<file path="src/rtl/cpu_pkg.sv">
// Shared constants and types for the CPU front end.
package cpu_pkg;

    localparam int PC_WIDTH       = 9;
    localparam int INSTR_WIDTH    = 16;
    localparam int CODE_MEM_DEPTH = 1 << PC_WIDTH;

    // Fetch sequencer states: issue an address, wait out the memory latency,
    // then hold the instruction until control_unit reports it executed.
    typedef enum logic [1:0] {
        ISSUE = 2'd0,
        WAIT  = 2'd1,
        HOLD  = 2'd2
    } fetch_state_t;

endpackage

</file>
<file path="src/rtl/fetch_unit_program_counter.sv">
// Program counter register: loadable, incrementing, wraps modulo 2^WIDTH.
module program_counter #(
    parameter int WIDTH = 9
) (
    input  logic             clk,
    input  logic             rst,
    input  logic             inc,
    input  logic             load,
    input  logic [WIDTH-1:0] load_value,
    output logic [WIDTH-1:0] out
);

    logic [WIDTH-1:0] pc_q;
    logic [WIDTH-1:0] pc_d;

    // Next PC: a jump load overrides the sequential increment.
    always_comb begin
        pc_d = pc_q;
        if (load) begin
            pc_d = load_value;
        end else if (inc) begin
            pc_d = pc_q + 1'b1;
        end
    end

    // PC register with synchronous reset to address 0.
    always_ff @(posedge clk) begin
        if (rst) begin
            pc_q <= '0;
        end else begin
            pc_q <= pc_d;
        end
    end

    assign out = pc_q;

endmodule

</file>
<file path="src/rtl/fetch_unit.sv">
// Instruction fetch stage: one fetch in flight, IR handed to control_unit
// through a valid/done handshake, jump loads accepted while holding.
module fetch_unit
    import cpu_pkg::*;
#(
    parameter int PC_WIDTH    = cpu_pkg::PC_WIDTH,
    parameter int INSTR_WIDTH = cpu_pkg::INSTR_WIDTH,
    parameter int MEM_LATENCY = 1
) (
    input  logic                   clk,
    input  logic                   rst,
    output logic [PC_WIDTH-1:0]    out_code_mem_addr,
    input  logic [INSTR_WIDTH-1:0] in_code_mem_data,
    output logic [INSTR_WIDTH-1:0] out_ir,
    output logic                   out_ir_valid,
    input  logic                   in_instr_done,
    input  logic                   in_pc_load,
    input  logic [PC_WIDTH-1:0]    in_pc_load_value,
    input  logic                   in_stall,
    output logic [PC_WIDTH-1:0]    out_pc
);

    // Latency is 1..3, so a 2-bit down-counter covers every wait.
    localparam logic [1:0] WAIT_INIT = 2'(MEM_LATENCY - 1);

    fetch_state_t           state_q, state_d;
    logic [INSTR_WIDTH-1:0] ir_q, ir_d;
    logic                   valid_q, valid_d;
    logic [PC_WIDTH-1:0]    fetch_addr_q, fetch_addr_d;
    logic [1:0]             wait_cnt_q, wait_cnt_d;
    logic                   pc_inc;
    logic                   pc_load;
    logic [PC_WIDTH-1:0]    pc;

    program_counter #(
        .WIDTH(PC_WIDTH)
    ) u_pc (
        .clk       (clk),
        .rst       (rst),
        .inc       (pc_inc),
        .load      (pc_load),
        .load_value(in_pc_load_value),
        .out       (pc)
    );

    // Fetch sequencer next-state logic.
    always_comb begin
        state_d      = state_q;
        ir_d         = ir_q;
        valid_d      = valid_q;
        fetch_addr_d = fetch_addr_q;
        wait_cnt_d   = wait_cnt_q;
        pc_inc       = 1'b0;
        pc_load      = 1'b0;
        case (state_q)
            ISSUE: begin
                if (!in_stall) begin
                    fetch_addr_d = pc;
                    wait_cnt_d   = WAIT_INIT;
                    state_d      = WAIT;
                end
            end
            WAIT: begin
                // Stall and jump requests are deliberately not looked at here.
                if (wait_cnt_q != 2'd0) begin
                    wait_cnt_d = wait_cnt_q - 2'd1;
                end else begin
                    ir_d    = in_code_mem_data;
                    pc_inc  = 1'b1;
                    valid_d = 1'b1;
                    state_d = HOLD;
                end
            end
            HOLD: begin
                // A load in the same cycle as done steers the next fetch.
                pc_load = in_pc_load;
                if (in_instr_done) begin
                    valid_d = 1'b0;
                    state_d = ISSUE;
                end
            end
            default: begin
                state_d = ISSUE;
                valid_d = 1'b0;
            end
        endcase
    end

    // Sequencer registers; reset drops any in-flight or held instruction.
    always_ff @(posedge clk) begin
        if (rst) begin
            state_q      <= ISSUE;
            ir_q         <= '0;
            valid_q      <= 1'b0;
            fetch_addr_q <= '0;
            wait_cnt_q   <= 2'd0;
        end else begin
            state_q      <= state_d;
            ir_q         <= ir_d;
            valid_q      <= valid_d;
            fetch_addr_q <= fetch_addr_d;
            wait_cnt_q   <= wait_cnt_d;
        end
    end

    assign out_code_mem_addr = fetch_addr_q;
    assign out_ir            = ir_q;
    assign out_ir_valid      = valid_q;
    assign out_pc            = pc;

endmodule

</file>
<file path="config.mk">
export PLATFORM = sky130hd
export DESIGN_NAME = fetch_unit
export DESIGN_NICKNAME = d
export VERILOG_FILES = /design/src/rtl/cpu_pkg.sv /design/src/rtl/fetch_unit_program_counter.sv /design/src/rtl/fetch_unit.sv
export SDC_FILE = /design/constraint.sdc
export NUM_CORES = 1
export LEC_CHECK = 0
export CORE_UTILIZATION = 30
export DETAILED_ROUTE_END_ITERATION = 8
export MAX_ROUTING_LAYER = met4
export SLEW_MARGIN = 15
export SYNTH_ARGS = -nofsm -noshare
export SYNTH_HDL_FRONTEND = slang
export SYNTH_SLANG_ARGS = --single-unit
</file>
<file path="constraint.sdc">
create_clock -name clk -period 1.74 [get_ports clk]
set_input_delay 0.435 -clock clk [delete_from_list [all_inputs] [get_ports clk]]
set_output_delay 0.435 -clock clk [all_outputs]
set_load 0.01 [all_outputs]
</file>
==> results of run 1 <==
-- cell type report --
cell class / count / area [um^2] / area share
clock buffer: 6 / 82.58 / 0.03318
sequential: 39 / 788.3 / 0.3167
inverter: 5 / 18.77 / 0.007541
timing repair buffer: 74 / 743.2 / 0.2986
tap: 70 / 87.58 / 0.03519
clock inverter: 1 / 5.005 / 0.002011
multi-input combinational: 137 / 763.2 / 0.3067
-- stage by stage --
| step | cells | total power (W) | worst slack, ps | cell area [um^2] |
|---|---|---|---|---|
| 5_1_grt | 332 | 0.002134 | 24.18 | 2489 |
| 3_3_place_gp | 325 | 0.001424 | 79.96 | 2391 |
| 6_report | 332 | 0.002011 | 75.88 | 2489 |
| 3_5_place_dp | 325 | 0.001425 | 68.21 | 2391 |
| 4_1_cts | 332 | 0.002037 | 30.22 | 2482 |
| 2_1_floorplan | 194 | 0.001206 | 236.4 | 1645 |
-- kinds of logic (layout without fill, tap and decap cells) --
logic type | Yosys count | count (layout) | share of synthesized area
AO/OA/AOI/OAI | 45 | 45 | 0.1650
adder cells (fa/ha/maj) | 2 | 2 | 0.01521
AND/OR/NAND/NOR | 84 | 84 | 0.2517
XOR/XNOR | 6 | 6 | 0.03194
buffers and inverters | 18 | 86 | 0.06159
flip-flops | 39 | 39 | 0.4745
-- cell usage after synthesis --
library cell,n,area [um^2]
dfxtp_1,39,780.8
nand2_1,53,198.9
a21o_1,1,7.510
nand4_2,1,12.51
inv_1,5,18.77
buf_2,3,15.01
xnor2_1,4,35.03
nor2_1,14,52.55
nor4_2,2,25.02
a311oi_1,2,17.52
nand3b_4,1,20.02
nor3_1,3,15.01
nor3_2,2,20.02
a211oi_1,5,37.54
nand4_1,1,6.260
or3_1,3,18.77
nand3_1,1,5.000
clkbuf_1,5,18.77
a21oi_1,29,145.1
buf_6,3,33.78
nand3b_1,1,7.510
nand4b_4,1,23.77
buf_4,2,15.01
a2bb2oi_1,2,17.52
o21ai_0,3,15.01
and3b_1,1,8.760
o22ai_1,1,6.260
xor2_1,2,17.52
ha_1,2,25.02
a211oi_2,2,25.02
-- per-layer routing --
| metal | vias to the layer above | wire length [um] | global-route usage |
|---|---|---|---|
| met2 | 50 | 1694 | 0.2291 |
| li1 | 791 | - | - |
| met3 | 6 | 319 | 0.06228 |
| met5 | - | 0 | - |
| met1 | 666 | 1867 | 0.1996 |
| met4 | 0 | 42 | 0.05192 |
-- power groups by stage --
stage | logic (W) | clock network (W) | registers (W)
6_report | 0.000402 | 0.000609 | 0.00100
2_1_floorplan | 0.000177 | 0 | 0.00103
3_5_place_dp | 0.000406 | 0 | 0.00102
3_3_place_gp | 0.000406 | 0 | 0.00102
4_1_cts | 0.000408 | 0.000629 | 0.00100
5_1_grt | 0.000445 | 0.000679 | 0.00101
-- worst max path at each step --
stage	start	end	slack [ps]	depth (start not counted)
floorplan	wait_cnt_q[0]	state_q[1]	240	8
global placement	in_stall	out_code_mem_addr[0]	80	4
detailed placement	in_stall	out_code_mem_addr[8]	70	4
CTS	u_pc.out[5]	out_pc[5]	30	1
global route	u_pc.out[2]	out_pc[2]	20	1
finish	u_pc.out[3]	out_pc[3]	80	1
-- registers in the layout, summed over array words and instances, names as in the netlist --
register,count
out_code_mem_addr,9
out_ir,16
out_ir_valid,1
state_q,2
u_pc.out,9
wait_cnt_q,2
-- placed cells by master, fill, tap and decap left out --
cell type and count:
nand3b_4 1, a21o_1 1, xnor2_1 4, a311oi_1 2, a2bb2oi_1 2, nand4_2 1, inv_1 5, clkbuf_8 6
buf_4 8, nand4_1 1, o22ai_1 1, nand3b_1 1, nand4b_4 1, and3b_1 1, o21ai_0 3, dfxtp_1 33
or3_1 3, nor2_1 14, nand2_1 53, a21oi_1 29, nand3_1 1, nor3_2 2, a211oi_1 5, clkdlybuf4s50_1 63
nor4_2 2, nor3_1 3, buf_12 2, dlymetal6s2s_1 1, a211oi_2 2, xor2_1 2, ha_1 2, clkinv_2 1
dfxtp_2 6
-- repair_timing --
action	in CTS	in global routing
hold endpoints to repair	0	0
endpoints found under the setup margin	3	4
gates resized for setup	3	4
==> results_dict.tcl, run 1 <==
set metrics [dict create \
    status "finished clean" \
    portBuffers 64 \
    power_frac_clock 0.303 \
    cts_sinks 39 \
    period_share 0.9564 \
    fin_util 0.4781 \
    hold_viol 0 \
    syn_to_final_growth_pct 51.25 \
    fin_nets 294 \
    timing.fmax_mhz 600.9 \
    pin_count 65 \
    cts_buffer_depth 2 \
    crit_required_ps 1300 \
    antenna_found_initial 0 \
    max_stage_delay_ps 550 \
    r2r_end "u_pc.out[0]" \
    startpoint_type "register" \
    drive_above_1_share 0.1221 \
    tns_ps 0 \
    coreArea_um2 5205 \
    vias 1513 \
    whs_ps 454.0 \
    cts_tree "done" \
    grt_usage 0.1577 \
    first_pass_iters 4 \
    hold_buffers 0 \
    switching_share 0.2603 \
    grt_pass1_vias 1449 \
    place_congestion 0.6987 \
    r2r-start "wait_cnt_q[0]" \
    wire_per_inst_um 11.82 \
    synthCells 194 \
    p_comb_frac 0.200 \
    cts.htree.levels 2 \
    start_util 0.3161 \
    dieArea_um2 5784 \
    synth_fp_nets 226 \
    grt_pass1_wl_mm 7.058 \
    grt_start_max_net_pins 40 \
    clk_latency_ps 280 \
    diodes 0 \
    drc 0 \
    min_path_type "reg -> reg" \
    fp.dieW_um 76.06 \
    p_int_w 0.001487 \
    power_density_nw_per_um2 807.9 \
    hp-start "out_ir[3]" \
    crit_family "buffers and inverters" \
    yosys.cell_types.count 30 \
    drt_iter0_drc 72 \
    cpMaxStageDelayCell "clkdlybuf4s50_1" \
    critPathBufInv 1 \
    synthesis.area_um2 1645 \
    yosysSeqAreaShare 0.4745 \
    dpl.hpwl_mm 2.773 \
    drv_slew 0 \
    criticalPathCategory "reg -> out" \
    worst-slew-pin-transition_ps 420.3 \
    r2r_cells 6 \
    clkSlewWorstSetupHoldPaths_ps 70 \
    rsz0062_at_grt "no" \
    worstHoldPathCells 2 \
    cp_max_fo 6 \
    cts_root_buffer "clkbuf_8" \
    setup_viol 0 \
    ys_warn_count 0 \
    post-route-min-period_ps 1664 \
    maxCapViolCount 0 \
    clock_skew_ps 4.161 \
    pwr-share-seq 0.498 \
    drtAntennaViolNets 0 \
    power.switching_w 0.0005235 \
    arrival_ps 1230 \
    rrSetupSlack_ps 180 \
    ys_ff_latch 39 \
    worstPathCellList "clkdlybuf4s50_1" \
    crit_path_end_kind "output port" \
    wl_mm 3.923 \
    grt_overflow 0 \
    slew_headroom 0.7194 \
    ir_drop_mv 0.3840 \
    synth_area_per_cell_um2 8.481 \
    die-height_um 76.06 \
    postCtsSetupRepairBufs 0 \
    via_per_inst 4.557 \
    n_fill_cell 540 \
    holdPathEnd "out_ir[3]" \
    cts_buffers 5 \
    rows 26 \
    p_leak_nw 0.8793 \
]
Power figures use the tool's default switching activity.
==> inputs of run 2 (changes only) <==
Settings changed: CTS_CLUSTER_DIAMETER set to 100.
==> results of run 2 <==
Same layout as run 1: the final DEF is identical, and so are final timing and power.
==> edit 1, RTL diff (settings of run 1) <==
Make the reset (`rst`) asynchronous in 2 clocked blocks. Comments in the files are not updated.
--- a/src/rtl/fetch_unit_program_counter.sv
+++ b/src/rtl/fetch_unit_program_counter.sv
@@ -25,5 +25,5 @@
 
     // PC register with synchronous reset to address 0.
-    always_ff @(posedge clk) begin
+    always_ff @(posedge clk or posedge rst) begin
         if (rst) begin
             pc_q <= '0;
--- a/src/rtl/fetch_unit.sv
+++ b/src/rtl/fetch_unit.sv
@@ -88,5 +88,5 @@
 
     // Sequencer registers; reset drops any in-flight or held instruction.
-    always_ff @(posedge clk) begin
+    always_ff @(posedge clk or posedge rst) begin
         if (rst) begin
             state_q      <= ISSUE;
Function: differs if rst is asserted again (counterexample within 4 cycles, from zero or initial values and one cycle with rst high); with rst held inactive, the same outputs for 10 cycles.
==> edit 1 against run 1 <==
Routed wire length grew 1.6%. Critical path type unchanged. Design area grew 5.9%. Sequential cell count is the same. Setup slack lost 0.033 ns. Maximum frequency shrank 2.0%. Area after synthesis grew 7.3%. Final cell count shrank 4.5%.
Power is not compared: it rests on default switching activity, and its combinational part moved more than twofold at a synthesized area within 25%.
==> edit 1: results (changes against run 1) <==
OUTCOME
-----------------------------------------------------------------------------
Outcome ........................................................ finished, final reports clean   unchanged

FINAL LAYOUT
-----------------------------------------------------------------------------
Fraction of standard cell area in multi-input logic ............        0.271   was 0.307
Final-layout clock buffer total ................................            7   was 6
Clk tree area frac .............................................       0.0308   was 0.0352
Layout cell share with drive strength beyond 1 .................        0.184   was 0.122
Fill cell total of the finished layout .........................          543   was 540
Register area ..................................................    978 sq um   was 788 sq um
Multi-input gate count .........................................          116   was 137

WORST SETUP PATH
-----------------------------------------------------------------------------
Beginning of the worst register-to-register path ............... wait_cnt_q[0]$_DFFE_PP0P_   was wait_cnt_q[0]$_SDFFE_PP0P_
Crit path launch ............................................... u_pc.out[7]$_DFFE_PP0P_   was u_pc.out[3]$_SDFFE_PP0P_
Setup slack of the worst register-to-register path .............      0.22 ns   was 0.18 ns

DETAILED ROUTING
-----------------------------------------------------------------------------
Post-detailed-route wirelength per cell ........................ 12.6 microns   was 11.8 microns
Via count ......................................................         1421   was 1513

GRT
-----------------------------------------------------------------------------
Largest net degree at the start of global routing ..............           28   was 40
GRT Overall Usage ..............................................        0.145   was 0.158

YOSYS
-----------------------------------------------------------------------------
Post-synthesis async set-or-reset flop share ...................         1.00   was 0
Cell types occupying the most area after synthesis ............. sky130_fd_sc_hd__dfrtp_1, sky130_fd_sc_hd__nand2_1, sky130_fd_sc_hd__mux2_2, sky130_fd_sc_hd__buf_6, sky130_fd_sc_hd__a21oi_1   was sky130_fd_sc_hd__dfxtp_1, sky130_fd_sc_hd__nand2_1, sky130_fd_sc_hd__a21oi_1, sky130_fd_sc_hd__nor2_1, sky130_fd_sc_hd__a211oi_1
Portion of the post-synthesis area used by sequential elements .        0.553   was 0.475
Count of different cell masters after synthesis ................           35   was 30
Net count after synthesis ......................................          198   was 226

HOLD PATH
-----------------------------------------------------------------------------
Worst hold path class .......................................... input port to asynchronous set/reset pin   was flip-flop to flip-flop

PLACEMENT
-----------------------------------------------------------------------------
Half-perimeter wire length after detailed placement ............ 2920 microns   was 2770 microns

STA
-----------------------------------------------------------------------------
Largest clock skew in the final design .........................   0.00668 ns   was 0.00416 ns
Slew at the pin closest to its max-slew limit ..................     0.364 ns   was 0.420 ns

FLOORPLANNING
-----------------------------------------------------------------------------
Die outline area ............................................... 0.00620 sq mm   was 0.00578 sq mm

CLOCK TREE
-----------------------------------------------------------------------------
Post-CTS Setup Repair Bufs .....................................            1   was 0

edit 1: per-stage QoR:
stage	std cells	area, sq um
6_report	317	2640
5_1_grt	317	2640
4_1_cts	315	2620
3_5_place_dp	306	2530
3_3_place_gp	306	2530
2_1_floorplan	166	1770
edit 1: power groups by stage:
| stage | Sequential, mW | Clock [mW] | Combinational [mW] |
|---|---|---|---|
| after floorplan | 1.85 | 0 | 1.13 |
| after global placement | 1.72 | 0 | 2.39 |
| after detailed placement | 1.73 | 0 | 2.43 |
| after CTS | 1.72 | 0.621 | 2.45 |
| after global routing | 1.78 | 0.656 | 2.72 |
| final | 1.70 | 0.587 | 2.45 |
edit 1: worst min path at each step:
stage,start,to,slack [ns],cells after the start
floorplan,wait_cnt_q[1]$_DFFE_PP0P_,wait_cnt_q[1]$_DFFE_PP0P_,0.51,2
global placement,out_ir[5]$_DFFE_PP0P_,out_ir[5]$_DFFE_PP0P_,0.46,2
detailed placement,out_ir[8]$_DFFE_PP0P_,out_ir[8]$_DFFE_PP0P_,0.46,2
CTS,rst,out_ir[13]$_DFFE_PP0P_,0.46,3
global route,rst,out_ir[8]$_DFFE_PP0P_,0.49,3
finish,rst,out_ir[11]$_DFFE_PP0P_,0.47,3
edit 1: metal layers:
layer | wire length [microns] | track usage | share of wire | vias to the layer above
met1 | 1810 | 0.178 | 0.45 | 662
met4 | 55 | 0.0444 | 0.014 | 0
met2 | 1860 | 0.228 | 0.47 | 43
li1 | - | - | - | 709
met3 | 256 | 0.0437 | 0.064 | 7
met5 | 0 | - | 0 | -
edit 1: cells by family after synthesis:
family	Yosys count	share of synthesized area
buffers and inverters	11	0.0439
muxes	9	0.0574
xor gates and xnor gates	5	0.0248
DFF	39	0.553
and+or+nand+nor	81	0.235
AOI/OAI and AO/OA	19	0.0723
adders and majority gates	2	0.0142
==> edit 2, RTL diff (settings of run 1) <==
Without the edit above. `INSTR_WIDTH`: 16 -> 12.
--- a/src/rtl/cpu_pkg.sv
+++ b/src/rtl/cpu_pkg.sv
@@ -3,5 +3,5 @@
 
     localparam int PC_WIDTH       = 9;
-    localparam int INSTR_WIDTH    = 16;
+    localparam int INSTR_WIDTH    = 12;
     localparam int CODE_MEM_DEPTH = 1 << PC_WIDTH;
 
Ports: changed (resized in_code_mem_data and out_ir); port bits go from 65 to 57. No check against the original RTL was run, so the function may have changed too.
==> edit 2 against run 1 <==
Routed wire length down 11%. Global-route usage fell by 0.89 points. Die area decreased by 9.1%. Combinational power down 12%. Via count fell by 11%. Power shrank 10%. Register-to-register slack better by 0.04 ns. Sequential share of layout area decreased by 0.46 points. Setup slack lost 0.0018 ns. Hold slack better by 0.0014 ns. Design area shrank 9.2%. Sequential cell count down 4. Area after synthesis is 9.4% lower. Largest power group unchanged.
==> edit 2: results (changes against run 1) <==
DETAILED ROUTING
----------------------------------------------------------------------
WL met3 .................................................  191 microns   was 319 microns
Post-route met1 wirelength .............................. 1660 microns   was 1870 microns
Via count ...............................................         1352   was 1513
Total Wirelength ........................................ 3480 microns   was 3920 microns

PWR
----------------------------------------------------------------------
Leakage Power ...........................................     0.828 nW   was 0.879 nW
Share of total power in the clock network ...............        0.309   was 0.303
Internal power ..........................................      1.32 mW   was 1.49 mW
Largest vdd supply drop .................................     0.411 mV   was 0.384 mV

FINAL LAYOUT
----------------------------------------------------------------------
Flip-flop count of the largest register after layout ....           12   was 16
Layout cell share with drive strength beyond 1 ..........        0.126   was 0.122
NumNets Final ...........................................          265   was 294
Finished Layout Cells ...................................          305   was 332

GRT
----------------------------------------------------------------------
Met1 Usage GRT ..........................................        0.174   was 0.200
Grt met2 use ............................................        0.239   was 0.229
Largest net degree at the start of global routing .......           36   was 40
Global Route met3 Usage .................................       0.0486   was 0.0623
Vias in the first global route ..........................         1286   was 1449

YOSYS
----------------------------------------------------------------------
Synth Area in Adders ....................................       0.0168   was 0.0152
Number of instances in the synthesized netlist ..........          176   was 194
Net count after synthesis ...............................          204   was 226
Complex-gate fraction of the synthesized area ...........        0.164   was 0.165
Count of different cell masters after synthesis .........           31   was 30
Fraction of synthesized cell area in xor and xnor cells .       0.0411   was 0.0319
Cell types occupying the most area after synthesis ...... sky130_fd_sc_hd__dfxtp_1, sky130_fd_sc_hd__nand2_1, sky130_fd_sc_hd__a21oi_1, sky130_fd_sc_hd__a211oi_1, sky130_fd_sc_hd__nor2_1   was sky130_fd_sc_hd__dfxtp_1, sky130_fd_sc_hd__nand2_1, sky130_fd_sc_hd__a21oi_1, sky130_fd_sc_hd__nor2_1, sky130_fd_sc_hd__a211oi_1

HOLD PATH
----------------------------------------------------------------------
Hold endpoint ........................................... out_ir[9]$_SDFFE_PP0P_   was out_ir[3]$_SDFFE_PP0P_

OUTCOME
----------------------------------------------------------------------
Outcome ................................................. finished, final reports clean   unchanged

WORST SETUP PATH
----------------------------------------------------------------------
Setup slack of the worst register-to-register path ......      0.22 ns   was 0.18 ns

PLACEMENT
----------------------------------------------------------------------
Place WS ................................................    0.0869 ns   was 0.0682 ns
Half-perimeter wire length after detailed placement ..... 2390 microns   was 2770 microns
Placed cell count .......................................          297   was 325
Port Buffer Count .......................................           56   was 64
Global placement routability congestion .................        0.754   was 0.699

STA
----------------------------------------------------------------------
Largest clock skew in the final design ..................   0.00617 ns   was 0.00416 ns

edit 2: changes by cell type after synthesis, sizes merged, moves of 2 or more:
cell,change
a21oi,-4
buf,-2
dfxtp,-4
nand2,-9
nor2,-2
edit 2: metrics by stage:
stage | total power, mW | instance area, sq um | hold WS [ns]
after floorplan | 1.07 | 1490 | 0.481
after global placement | 1.27 | 2170 | 0.441
after detailed placement | 1.27 | 2170 | 0.449
after CTS | 1.83 | 2260 | 0.460
after global routing | 1.92 | 2260 | 0.478
final | 1.81 | 2260 | 0.455
edit 2: cell type report:
cell class / count / share of cell area
well taps: 67 / 0.0371
flip-flops and latches: 35 / 0.312
repair buffers: 66 / 0.292
clock buffers: 5 / 0.0304
clock inverters: 3 / 0.00664
inverters: 6 / 0.00996
multi-input cells: 123 / 0.312
edit 2: logic make-up after synthesis:
family,after synthesis
AOI/OAI and AO/OA,40
xor gates and xnor gates,7
adders and majority gates,2
buffers and inverters,18
DFF,35
and+or+nand+nor,74
